### src/rtl/param_stream_pkg.sv
// Shared types and constants for the parameter-ROM streaming controller.
// The tag pipeline depth is derived from ROM_LATENCY.
package param_stream_pkg;

  localparam int ROM_LATENCY = 2;

  typedef enum logic [1:0] {
    ST_IDLE,
    ST_RUN,
    ST_DRAIN,
    ST_DONE
  } state_e;

  // Sideband that travels alongside each ROM read.
  typedef struct packed {
    logic valid;
    logic last;
  } tag_t;

endpackage

### src/rtl/param_stream_addr_gen.sv
// Address and pass counters for the parameter stream: wraps at DEPTH-1 and
// flags the issue of the final address of the final pass.
module param_stream_addr_gen
  import param_stream_pkg::*;
#(
  parameter int DEPTH        = 32,
  parameter int ADDR_WIDTH   = $clog2(DEPTH) + 1,
  parameter int REPEAT_WIDTH = 8
) (
  input  logic                    clk,
  input  logic                    rst,
  input  logic                    advance,
  input  logic                    clear,
  input  logic [REPEAT_WIDTH-1:0] cfg_repeat,
  output logic [ADDR_WIDTH-1:0]   addr,
  output logic                    last_issue
);

  logic [ADDR_WIDTH-1:0]   addr_q, addr_d;
  logic [REPEAT_WIDTH-1:0] pass_q, pass_d;
  logic [REPEAT_WIDTH-1:0] repeat_q, repeat_d;
  logic                    wrap;

  assign wrap       = (addr_q == ADDR_WIDTH'(DEPTH - 1));
  // repeat_q is never zero, so repeat_q-1 is the index of the final pass.
  assign last_issue = wrap && (pass_q == (repeat_q - REPEAT_WIDTH'(1)));
  assign addr       = addr_q;

  always_comb begin
    addr_d   = addr_q;
    pass_d   = pass_q;
    repeat_d = repeat_q;
    if (clear) begin
      addr_d   = '0;
      pass_d   = '0;
      repeat_d = (cfg_repeat == '0) ? REPEAT_WIDTH'(1) : cfg_repeat;
    end else if (advance) begin
      if (wrap) begin
        addr_d = '0;
        pass_d = pass_q + REPEAT_WIDTH'(1);
      end else begin
        addr_d = addr_q + ADDR_WIDTH'(1);
      end
    end
  end

  // NOTE: state registers use non-blocking assignments so every flop samples
  // the pre-edge value of its neighbours, regardless of block evaluation order.
  always_ff @(posedge clk or posedge rst) begin
    if (rst) begin
      addr_q   <= '0;
      pass_q   <= '0;
      repeat_q <= REPEAT_WIDTH'(1);
    end else begin
      addr_q   <= addr_d;
      pass_q   <= pass_d;
      repeat_q <= repeat_d;
    end
  end

endmodule

### src/rtl/param_stream_ctrl.sv
// Streams DEPTH ROM words per pass, cfg_repeat passes, through a valid/ready
// port; backpressure freezes the ROM pipeline through rom_ce.
module param_stream_ctrl
  import param_stream_pkg::*;
#(
  parameter int DATA_WIDTH   = 512,
  parameter int DEPTH        = 32,
  parameter int ADDR_WIDTH   = $clog2(DEPTH) + 1,
  parameter int REPEAT_WIDTH = 8
) (
  input  logic                    clk,
  input  logic                    rst,
  input  logic                    start,
  input  logic [REPEAT_WIDTH-1:0] cfg_repeat,
  output logic                    busy,
  output logic                    done,
  output logic [ADDR_WIDTH-1:0]   rom_addr,
  output logic                    rom_ce,
  input  logic [DATA_WIDTH-1:0]   rom_q,
  output logic [DATA_WIDTH-1:0]   data_out,
  output logic                    data_out_valid,
  input  logic                    data_out_ready,
  output logic                    data_out_last
);

  state_e state_q;
  logic   busy_q;
  logic   done_q;
  tag_t   tag_q [ROM_LATENCY];
  tag_t   issue_tag;
  logic   start_accept;
  logic   issue;
  logic   last_issue;
  logic   pending;

  assign data_out_valid = tag_q[ROM_LATENCY-1].valid;
  assign data_out_last  = tag_q[ROM_LATENCY-1].last;
  assign data_out       = rom_q;
  assign busy           = busy_q;
  assign done           = done_q;

  // A held beat freezes the whole ROM pipeline so rom_q stays on that word.
  assign rom_ce       = !(data_out_valid && !data_out_ready);
  assign start_accept = (state_q == ST_IDLE) && start;
  assign issue        = (state_q == ST_RUN) && rom_ce;

  assign issue_tag.valid = issue;
  assign issue_tag.last  = issue && (rom_addr == ADDR_WIDTH'(DEPTH - 1));

  always_comb begin
    pending = 1'b0;
    for (int i = 0; i < ROM_LATENCY - 1; i++) begin
      pending = pending | tag_q[i].valid;
    end
  end

  param_stream_addr_gen #(
    .DEPTH       (DEPTH),
    .ADDR_WIDTH  (ADDR_WIDTH),
    .REPEAT_WIDTH(REPEAT_WIDTH)
  ) u_addr_gen (
    .clk       (clk),
    .rst       (rst),
    .advance   (issue),
    .clear     (start_accept),
    .cfg_repeat(cfg_repeat),
    .addr      (rom_addr),
    .last_issue(last_issue)
  );

  // NOTE: only the tags are reset; the ROM data path is not, because a
  // cleared valid tag already masks whatever stale word rom_q carries.
  always_ff @(posedge clk or posedge rst) begin
    if (rst) begin
      for (int i = 0; i < ROM_LATENCY; i++) begin
        tag_q[i] <= '0;
      end
    end else if (rom_ce) begin
      tag_q[0] <= issue_tag;
      for (int i = 1; i < ROM_LATENCY; i++) begin
        tag_q[i] <= tag_q[i-1];
      end
    end
  end

  always_ff @(posedge clk or posedge rst) begin
    if (rst) begin
      state_q <= ST_IDLE;
      busy_q  <= 1'b0;
      done_q  <= 1'b0;
    end else begin
      case (state_q)
        ST_IDLE: begin
          if (start) begin
            state_q <= ST_RUN;
            busy_q  <= 1'b1;
          end
        end
        ST_RUN: begin
          if (issue && last_issue) begin
            state_q <= ST_DRAIN;
          end
        end
        ST_DRAIN: begin
          // With rom_ce high the output beat, if any, is accepted this edge.
          if (rom_ce && !pending) begin
            state_q <= ST_DONE;
            busy_q  <= 1'b0;
            done_q  <= 1'b1;
          end
        end
        ST_DONE: begin
          state_q <= ST_IDLE;
          done_q  <= 1'b0;
        end
        default: begin
          state_q <= ST_IDLE;
          busy_q  <= 1'b0;
          done_q  <= 1'b0;
        end
      endcase
    end
  end

endmodule

### config.mk
export PLATFORM = sky130hd
export DESIGN_NAME = param_stream_ctrl
export DESIGN_NICKNAME = d
export VERILOG_FILES = /design/src/rtl/param_stream_pkg.sv /design/src/rtl/param_stream_addr_gen.sv /design/src/rtl/param_stream_ctrl.sv
export SDC_FILE = /design/constraint.sdc
export NUM_CORES = 1
export LEC_CHECK = 0
export ABC_CLOCK_PERIOD_IN_PS = 2100
export CAP_MARGIN = 20
export CORE_AREA = 10 10 402 404
export DETAILED_ROUTE_END_ITERATION = 8
export DIE_AREA = 0 0 412 414
export PLACE_DENSITY = 0.3
export SETUP_SLACK_MARGIN = 0.15
export SLEW_MARGIN = 20
export SYNTH_ARGS = -nofsm -noshare
export SYNTH_HDL_FRONTEND = slang
export SYNTH_SLANG_ARGS = --single-unit
### constraint.sdc
create_clock -name clk -period 2.1 [get_ports clk]
set_input_delay 0.21 -clock clk [delete_from_list [all_inputs] [get_ports clk]]
set_output_delay 0.21 -clock clk [all_outputs]
set_load 0.1 [all_outputs]
# Yosys cells after proc, flatten, opt, wreduce, memory -nomap -nowiden
# Cells that the tools add are included.
# op_classes
n_addsub,3
n_eq_ne,8
muxes,16
reduce_logical,20
# ops
cell,n
$mux 8,4
$mux 6,3
$add 8x1->8 const B,1
$eq 8x8->1,1
$logic_not 8->1,1
$pmux 2 s4,1
$reduce_bool 2->1,4
$sub 8x1->8 const B,1
$logic_and 1x1->1,7
$add 6x1->6 const B,1
$eq 6x5->1 const B,1
$mux 2,3
$reduce_and 3->1,2
$eq 2x2->1 const B,2
$ne 2x2->1 const B,2
$pmux 1 s2,2
$reduce_and 2->1,2
$logic_not 1->1,3
$mux 1,3
$eq 2x1->1 const B,1
$logic_not 2->1,1
$ne 2x1->1 const B,1
# word_totals
regBits,30
in_bits,524
output_inout_bits,523
word_cells,57

# Depth between registers and ports, before layout
# Gate-level depths: netlist (run 1).
# logic_depth
word_depth,7
ltp_mapped,7

# Hierarchy
# From an unflattened synthesis (run 1), not the netlist that was laid out.
# unflattened
cells_unflattened,680
hier_area_um2,5587.9
# by_module_without_submodules
module,n_inst,cells_each,area_per_inst_um2
param_stream_ctrl,1,552,4307.9
param_stream_addr_gen,1,128,1280.0

# Least setup slack after synthesis (run 1)
# No wires, ideal clock.
# synth_timing
path_kind,register to register
start,"reg tag_q, in the netlist data_out_valid"
end,reg state_q[0]
setup_ns,0.141
t_arrival_ns,2.581
slack_ns,-0.622
stages_incl_launch_ff,7
path_buffers,0
cell_sequence,dfrtp_1 > nor2b_1 > inv_1 > nand2b_1 > a21oi_1 > mux2i_1 > o221ai_1
# synth_between
elab_chain_cells,6
elab_cells_between_ends,8
classes_between,eq/ne (2); reduce/logical (6)
# synth_rtl
element,line,source
start: declaration,param_stream_ctrl.sv:29,tag_t tag_q [ROM_LATENCY];
start signal: indexed assignment,param_stream_ctrl.sv:81,tag_q[i] <= tag_q[i-1];
$logic_and 1x1->1 *,param_stream_ctrl.sv:43,assign rom_ce = !(data_out_valid && !data_out_ready);
$logic_not 1->1 *,param_stream_ctrl.sv:43,
net rom_ce,param_stream_ctrl.sv:18,"output logic rom_ce,"
$logic_and 1x1->1,param_stream_ctrl.sv:45,assign issue = (state_q == ST_RUN) && rom_ce;
$logic_and 1x1->1,param_stream_ctrl.sv:100,if (issue && last_issue) begin
$ne 2x1->1 (no source line),-,
$reduce_and 3->1 (no source line) *,-,
end signal: assignment,param_stream_ctrl.sv:101,state_q <= ST_DRAIN;
end signal: assignment,param_stream_ctrl.sv:107,state_q <= ST_DONE;
end signal: assignment,param_stream_ctrl.sv:113,state_q <= ST_IDLE;
end: declaration,param_stream_ctrl.sv:26,state_e state_q;
# The timed path passes the listed nets; every way through them passes the cells marked *.
# A chain may end at the register's enable or synchronous reset.

# Final worst setup path (run 1)
# layout_timing
start,"reg u_addr_gen.addr_q[0], in the netlist u_addr_gen.addr[0]"
end,reg state_q[0]
# layout_between
elab_chain_cells,5
# layout_rtl
element,line,source
start: declaration,param_stream_addr_gen.sv:19,"logic [ADDR_WIDTH-1:0] addr_q, addr_d;"
start signal: assignment,param_stream_addr_gen.sv:55,addr_q <= addr_d;
$eq 6x5->1,param_stream_addr_gen.sv:24,assign wrap = (addr_q == ADDR_WIDTH'(DEPTH - 1));
$logic_and 1x1->1,param_stream_addr_gen.sv:26,assign last_issue = wrap && (pass_q == (repeat_q - REPEAT_WIDTH'(1)));
$logic_and 1x1->1,param_stream_ctrl.sv:100,
$ne 2x1->1 (no source line),-,
$reduce_and 3->1 (no source line),-,
# No other way between the ends.

==> results.sh, run 1 <==
export IMPL_worstPathCellList="ha_4, nand4_1, nor4b_4, nand4b_1, buf_4, o41ai_2, buf_4, o221ai_2"
export IMPL_drv_slew=0
export IMPL_worst_r2r_startpoint="u_addr_gen.addr[0]$_DFFE_PP0P_"
export IMPL_via_count=2340
export IMPL_largest_net_degree_at_the_start_of_global_routing=31
export IMPL_fillers=18200
export IMPL_routabilityCongestion=0.732
export IMPL_postSynth_asyncResetShare_pct=100
export IMPL_first_global_vias=2510
export IMPL_post_route_drc_count=0
export IMPL_total_leakage_power_nw=1.08
export IMPL_critical_path_buf_inv_count=2
export IMPL_fmaxAchievable_ghz=0.501
export IMPL_yosysWarningCount=0
export IMPL_p_int_mw=1.89
export IMPL_grt_antenna_before_repair=7
export IMPL_setup_viol=0
export IMPL_die_area_um2=171000
export IMPL_post_synth_cell_area_avg_um2=8.00
export IMPL_top_level_ports=1047
export IMPL_drive_gt1_share_pct=25.7
export IMPL_postRouteWirelength_um=73600
export IMPL_met2WireLength_um=32900
export IMPL_mappedNetlistArea_um2=5500
export IMPL_post_synth_top_area_cell="sky130_fd_sc_hd__buf_4"
export IMPL_post_cts_clock_slew_at_the_launch_and_capture_registers_of_the_worst_setup_and_hold_paths_ns=0.05
export IMPL_edff_count_synth=0
export IMPL_synth_seq_area_share_pct=13.7
export IMPL_crit_required_ns=2.25
export IMPL_drt_iter0_drc=84
export IMPL_clock_insertion_delay_worst_skew_ns=0.27
export IMPL_hold_violations=0
export IMPL_power_sequential_fraction_pct=27.3
export IMPL_power_density_cell_area_nw_per_um2=719
export IMPL_path_delay_family="simple AND/OR/NAND/NOR gates"
export IMPL_rsz0062_at_grt="true"
export IMPL_critPathMaxStageDelay_ns=0.42
export IMPL_final_cell_count_no_fill=2262
export IMPL_worstPathMaxFanout=2
export IMPL_setup_worst_path_class="flip-flop to flip-flop"
export IMPL_vias_per_cell=1.03
export IMPL_cts_root_buffer_cell="sky130_fd_sc_hd__clkbuf_16"
export IMPL_cts_hold_buffers=0
export IMPL_worst_slew_pin_transition_ns=0.326
export IMPL_wl_per_cell_um=32.5
export IMPL_drv_max_cap_violation_count=0
export IMPL_run_status="finished, final reports clean"
export IMPL_finished_cell_area_um2=4790
export IMPL_overflow=0
export IMPL_initial_core_util_pct=3.59
export IMPL_port_buffer_count=22
export IMPL_layout_setup_ws_ns=0.103
export IMPL_diodes=0
export IMPL_ctsLongestPathBuffers=2
export IMPL_cp_startpoint="u_addr_gen.addr[0]$_DFFE_PP0P_"
export IMPL_grt_use_total_pct=8.15
export IMPL_irDropWorstVdd_mv=0.311
export IMPL_die_height_um=414
export IMPL_nets=749
export IMPL_floorplan_die_width_um=412
export IMPL_critPathCaptureType="flip-flop"
export IMPL_clkPwrFrac_pct=21.4
export IMPL_core_area_um2=153000
export IMPL_met3WireLength_um=29000
export IMPL_post_synth_main_area_contributors="sky130_fd_sc_hd__buf_4, sky130_fd_sc_hd__dfrtp_1, sky130_fd_sc_hd__nand2_1, sky130_fd_sc_hd__xor2_1, sky130_fd_sc_hd__ha_1"
export IMPL_synth_cells=688
export IMPL_dp_worst_setup_slack_ns=-0.0524
export IMPL_top_signal_layer_used="met5"
export IMPL_floorplan_rows=144
export IMPL_cts_sinks=30
export IMPL_clock_skew_ns=0.00327
export IMPL_worst_endpoint_arrival_ns=2.14
export IMPL_global_route_wire_length_before_repair_um=79700
export IMPL_worstSetupStartpointType="flip-flop"
export IMPL_totalNegativeSetupSlack_ns=0
export IMPL_route_antenna_remaining_nets=0
export IMPL_area_growth_from_synthesis_to_layout_pct=-13.0
export IMPL_netlist_area_leader_share_pct=69.8
export IMPL_synth_lib_cells_used_distinct=35
export IMPL_hold_worst_slack_ns=0.338
export IMPL_power_share_switching_pct=45.2
export IMPL_dpl_hpwl_um=70600
export IMPL_detail_route_wirelength_met1_um=9440
export IMPL_cp_slowest_cell="sky130_fd_sc_hd__dfrtp_4"
export IMPL_crit_share_post_route_pct=95.1
export IMPL_dr_pass1_iters=4
export IMPL_dominantRegCellSynth="sky130_fd_sc_hd__dfrtp_1"
export IMPL_synth_seq_cells=30
export IMPL_placedCellCount=2251
export IMPL_most_used_cell_along_the_critical_path="sky130_fd_sc_hd__buf_4"
export IMPL_tritoncts="done"
export IMPL_numCtsBuffers=5
export IMPL_placed_cell_area_um2=4570
export IMPL_hp_class="input pin to asynchronous set/reset pin"
export IMPL_h_tree_depth=2
export IMPL_layout_min_cycle_time_ns=2.00
export IMPL_part_of_the_power_in_combinational_logic_pct=51.3
export IMPL_postSynthNetCount=1220
export IMPL_total_switching_power_mw=1.56
export IMPL_relSlewSlack_pct=78.2
[final timing paths]
| check | endpoint | slack, ns | cells after the start |
|---|---|---|---|
| max | state_q[0]$_DFFE_PP0P_ | 0.10 | 8 |
| min | u_addr_gen.pass_q[2]$_DFFE_PP0P_ | 0.34 | 3 |
| max reg2reg | state_q[0]$_DFFE_PP0P_ | 0.10 | 8 |
| min reg2reg | data_out_last$_DFFE_PP0N_ | 0.48 | 2 |
| max in group asynchronous | u_addr_gen.repeat_q[0]$_DFFE_PP1P_ | 1.51 | 3 |
| min in group clk | data_out[127] | 0.42 | 0 |
[stage by stage]
step / utilization, % / total power, mW
2_1_floorplan: - / 6.67
3_3_place_gp: 2.98 / 2.66
3_5_place_dp: 2.98 / 2.63
4_1_cts: 3.11 / 3.48
5_1_grt: 3.12 / 3.69
6_report: 3.12 / 3.44
[synthesized netlist by cell type (all sizes together) (2+ instances only)]
library cell,instances
dfrtp,29
inv,7
nor3,6
and3,2
xor2,13
a21oi,6
o221ai,2
nand3b,2
ha,8
nand2,34
a211oi,2
clkbuf,3
xnor2,10
nor2,18
buf,513
o21ai,5
mux2i,4
nand4,6
nor2b,3
and2,2
[registers in the layout, indices dropped and copies added (netlist names)]
name                 count
u_addr_gen.pass_q        8
u_addr_gen.repeat_q      8
u_addr_gen.addr          6
state_q                  2
busy                     1
data_out_last            1
data_out_valid           1
done                     1
pending                  1
tag_q                    1
[worst reg2reg max path, delay by kind of cell (launching register included)]
family / cells / cell delay [ns]
compound gates: 2 / 0.31
fa+ha+maj: 1 / 0.14
buf+inv: 2 / 0.35
flops: 1 / 0.42
simple gates: 3 / 0.66
[power by group through the flow]
stage | Clock (mW) | Combinational [mW] | Sequential, mW
2_1_floorplan | 0 | 5.41 | 1.26
3_3_place_gp | 0 | 1.69 | 0.961
3_5_place_dp | 0 | 1.67 | 0.959
4_1_cts | 0.766 | 1.76 | 0.957
5_1_grt | 0.792 | 1.93 | 0.974
6_report | 0.736 | 1.77 | 0.940
[metal layers]
| layer | vias to the layer above | GRT usage (%) |
|---|---|---|
| li1 | 685 | - |
| met1 | 871 | 3.03 |
| met2 | 628 | 12.9 |
| met3 | 148 | 15.2 |
| met4 | 8 | 2.13 |
| met5 | - | 0.170 |
[repair_timing]
item                       CTS  global route
buffers inserted             1             2
resized for setup            7             1
setup endpoints to repair    3             3
pin swaps                    1             4
[cell type report]
class / instances / area, um^2 / share of cell area (%)
timing repair buffer: 38 / 338 / 7.05
clock buffer: 7 / 143 / 2.98
inverter: 7 / 30.0 / 0.627
sequential: 30 / 767 / 16.0
multi-input combinational: 135 / 950 / 19.8
clock inverter: 1 / 5.00 / 0.104
tap: 2044 / 2560 / 53.4
[logic make-up after synthesis]
group	Yosys count	share of synthesized area [%]
buf+inv	523	70.6
simple gates	81	7.32
flops	30	13.7
xor+xnor	23	3.66
compound gates	19	2.18
fa+ha+maj	8	1.82
mux	4	0.728
[cells in the final DEF, fill, tap and decap left out, types with 2 or more instances in the layout]
master                            count
sky130_fd_sc_hd__clkbuf_16            5
sky130_fd_sc_hd__nor3_1               5
sky130_fd_sc_hd__xnor2_1             10
sky130_fd_sc_hd__nor2b_1              2
sky130_fd_sc_hd__a211oi_1             2
sky130_fd_sc_hd__ha_1                 6
sky130_fd_sc_hd__ha_4                 2
sky130_fd_sc_hd__nand2_1             33
sky130_fd_sc_hd__nand4_1              6
sky130_fd_sc_hd__xor2_1              13
sky130_fd_sc_hd__dfrtp_2              3
sky130_fd_sc_hd__buf_4               25
sky130_fd_sc_hd__buf_12               2
sky130_fd_sc_hd__inv_1                5
sky130_fd_sc_hd__nand3b_1             2
sky130_fd_sc_hd__and3_1               2
sky130_fd_sc_hd__a21oi_1              5
sky130_fd_sc_hd__mux2i_1              4
sky130_fd_sc_hd__o21ai_0              4
sky130_fd_sc_hd__o221ai_2             2
sky130_fd_sc_hd__clkdlybuf4s50_1     11
sky130_fd_sc_hd__nor2_1              18
sky130_fd_sc_hd__dfrtp_1             23
sky130_fd_sc_hd__dfrtp_4              3
(Power assumes the default switching activity.)
==> run 2: changes to the inputs <==
--- a/config.mk
+++ b/config.mk
@@ -7,9 +7,9 @@
 export LEC_CHECK = 0
 export ABC_CLOCK_PERIOD_IN_PS = 2100
 export CAP_MARGIN = 20
-export CORE_AREA = 10 10 402 404
+export CORE_AREA = 2 2 406 408
 export DETAILED_ROUTE_END_ITERATION = 8
-export DIE_AREA = 0 0 412 414
+export DIE_AREA = 0 0 408 410
 export PLACE_DENSITY = 0.3
 export SETUP_SLACK_MARGIN = 0.15
 export SLEW_MARGIN = 20
==> results.sh, run 2 (synthesized netlist as in run 1, its figures left out) <==
export IMPL_final_cell_mix="sky130_fd_sc_hd__nand2_1, sky130_fd_sc_hd__dfrtp_1, sky130_fd_sc_hd__buf_4, sky130_fd_sc_hd__nor2_1, sky130_fd_sc_hd__xor2_1"
export IMPL_die_area_um2=167000
export IMPL_numCtsBuffers=5
export IMPL_fmaxAchievable_ghz=0.532
export IMPL_largest_net_degree_at_the_start_of_global_routing=31
export IMPL_setup_viol=0
export IMPL_floorplan_rows=149
export IMPL_irDropWorstVdd_mv=0.498
export IMPL_final_util_pct=3.03
export IMPL_critical_path_buf_inv_count=0
export IMPL_port_buffer_count=22
export IMPL_worstSetupStartpointType="flip-flop"
export IMPL_grt_use_total_pct=7.70
export IMPL_finished_cell_area_um2=4950
export IMPL_area_growth_from_synthesis_to_layout_pct=-10.1
export IMPL_floorplan_die_width_um=408
export IMPL_final_cell_count_no_fill=2405
export IMPL_cp_slowest_cell="sky130_fd_sc_hd__or4_4"
export IMPL_postRouteWirelength_um=67900
export IMPL_global_route_wire_length_before_repair_um=73400
export IMPL_total_leakage_power_nw=1.06
export IMPL_wl_per_cell_um=28.2
export IMPL_hp_class="input pin to asynchronous set/reset pin"
export IMPL_power_density_cell_area_nw_per_um2=690
export IMPL_path_delay_family="simple AND/OR/NAND/NOR gates"
export IMPL_rsz0062_at_grt="true"
export IMPL_run_status="finished, final reports clean"
export IMPL_drv_max_cap_violation_count=0
export IMPL_post_cts_clock_slew_at_the_launch_and_capture_registers_of_the_worst_setup_and_hold_paths_ns=0.06
export IMPL_clock_skew_ns=0.00629
export IMPL_first_global_vias=2426
export IMPL_worst_endpoint_arrival_ns=2.07
export IMPL_clock_insertion_delay_worst_skew_ns=0.28
export IMPL_number_of_cells_on_the_worst_reg_to_reg_path=6
export IMPL_setup_worst_path_class="flip-flop to flip-flop"
export IMPL_grt_antenna_before_repair=8
export IMPL_via_count=2401
export IMPL_worstPathMaxFanout=3
export IMPL_hold_worst_slack_ns=0.353
export IMPL_post_route_drc_count=0
export IMPL_drive_gt1_share_pct=24.7
export IMPL_crit_share_post_route_pct=89.5
export IMPL_top_level_ports=1047
export IMPL_placed_cell_area_um2=4720
export IMPL_hold_violations=0
export IMPL_final_common_cell="sky130_fd_sc_hd__nand2_1"
export IMPL_ctsLongestPathBuffers=2
export IMPL_worstPathCellList="ha_4, nand4_1, nor4b_4, nand4b_1, or4_4, o221ai_2"
export IMPL_cts_root_buffer_cell="sky130_fd_sc_hd__clkbuf_16"
export IMPL_dr_pass1_iters=4
export IMPL_tritoncts="done"
export IMPL_route_antenna_remaining_nets=0
export IMPL_cp_depth=6
export IMPL_core_area_um2=163000
export IMPL_layout_min_cycle_time_ns=1.88
export IMPL_initial_core_util_pct=3.37
export IMPL_worst_slew_pin_transition_ns=0.480
export IMPL_drt_iter0_drc=124
export IMPL_routabilityCongestion=0.715
export IMPL_die_height_um=410
export IMPL_placedCellCount=2393
export IMPL_cts_sinks=30
export IMPL_overflow=0
export IMPL_vias_per_cell=0.998
export IMPL_nets=746
export IMPL_dpl_hpwl_um=64600
export IMPL_h_tree_depth=2
export IMPL_relSlewSlack_pct=67.9
export IMPL_critPathCaptureType="flip-flop"
export IMPL_drv_slew=0
export IMPL_critPathMaxStageDelay_ns=0.45
export IMPL_crit_required_ns=2.30
export IMPL_power_total_mw=3.42
## run 2: cell types whose count changed in the layout (fill, tap and decap cells not counted)
cell                      previous run  this run
sky130_fd_sc_hd__buf_4              25        22
sky130_fd_sc_hd__diode_2             0         1
sky130_fd_sc_hd__nor3b_1             1         0
sky130_fd_sc_hd__nor3b_2             0         1
sky130_fd_sc_hd__o41ai_1             0         1
sky130_fd_sc_hd__o41ai_2             1         0
## run 2: worst paths after layout
kind | startpoint | to | slack (ns)
worst max-delay path | u_addr_gen.addr[0]$_DFFE_PP0P_ | state_q[1]$_DFFE_PP0P_ | 0.22
worst min-delay path | rst | u_addr_gen.repeat_q[4]$_DFFE_PP0P_ | 0.35
worst max register to register | u_addr_gen.addr[0]$_DFFE_PP0P_ | state_q[1]$_DFFE_PP0P_ | 0.22
worst min register to register | tag_q[2]$_DFFE_PP0N_ | tag_q[2]$_DFFE_PP0N_ | 0.48
max in group asynchronous | rst | u_addr_gen.addr[0]$_DFFE_PP0P_ | 1.38
min in group clk | rom_q[101] | data_out[101] | 0.42
## run 2: area by class of cell
type / count / area, um^2
fillers: 19500 / 159000
flip-flops and latches: 30 / 767
clock buffers: 7 / 143
inverters: 7 / 30.0
multi-input cells: 135 / 947
clock inverters: 1 / 5.00
diodes: 1 / 2.50
repair buffers: 35 / 315
well taps: 2189 / 2740
## run 2: power breakdown
part	leakage [nW]	total (mW)	internal (mW)	switching [mW]
clock network	0.0739	0.743	0.470	0.273
registers	0.381	0.952	0.756	0.196
logic	0.603	1.72	0.639	1.08
total	1.06	3.42	1.87	1.55
## run 2: metrics by stage
step / worst slack [ns] / setup TNS (ns)
after floorplan: -0.0162 / -0.0338
after global placement: -0.0604 / -0.110
after detailed placement: 0.00559 / 0
after CTS: 0.126 / 0
after global routing: 0.109 / 0
final: 0.221 / 0
## run 2: what timing repair did
action                                  in CTS  in global routing
cloned                                       0                  0
hold buffers                                 0                  0
endpoints found under the setup margin       2                  4
pin swaps                                    0                  2
setup buffers                                1                  2
gates resized for setup                      4                  5
## run 2: metal layers
layer | wire, um | part of all wire, % | up-vias | GRT usage [%]
met2 | 31300 | 46 | 700 | 12.5
li1 | - | - | 672 | -
met5 | 41 | 0.060 | - | 0
met1 | 7870 | 12 | 877 | 2.50
met3 | 26700 | 39 | 146 | 14.5
met4 | 1940 | 2.9 | 6 | 1.92
## run 2: worst min-delay path, delay by kind of cell
family / cells / cell delay, ns
buf+inv: 3 / 0.84
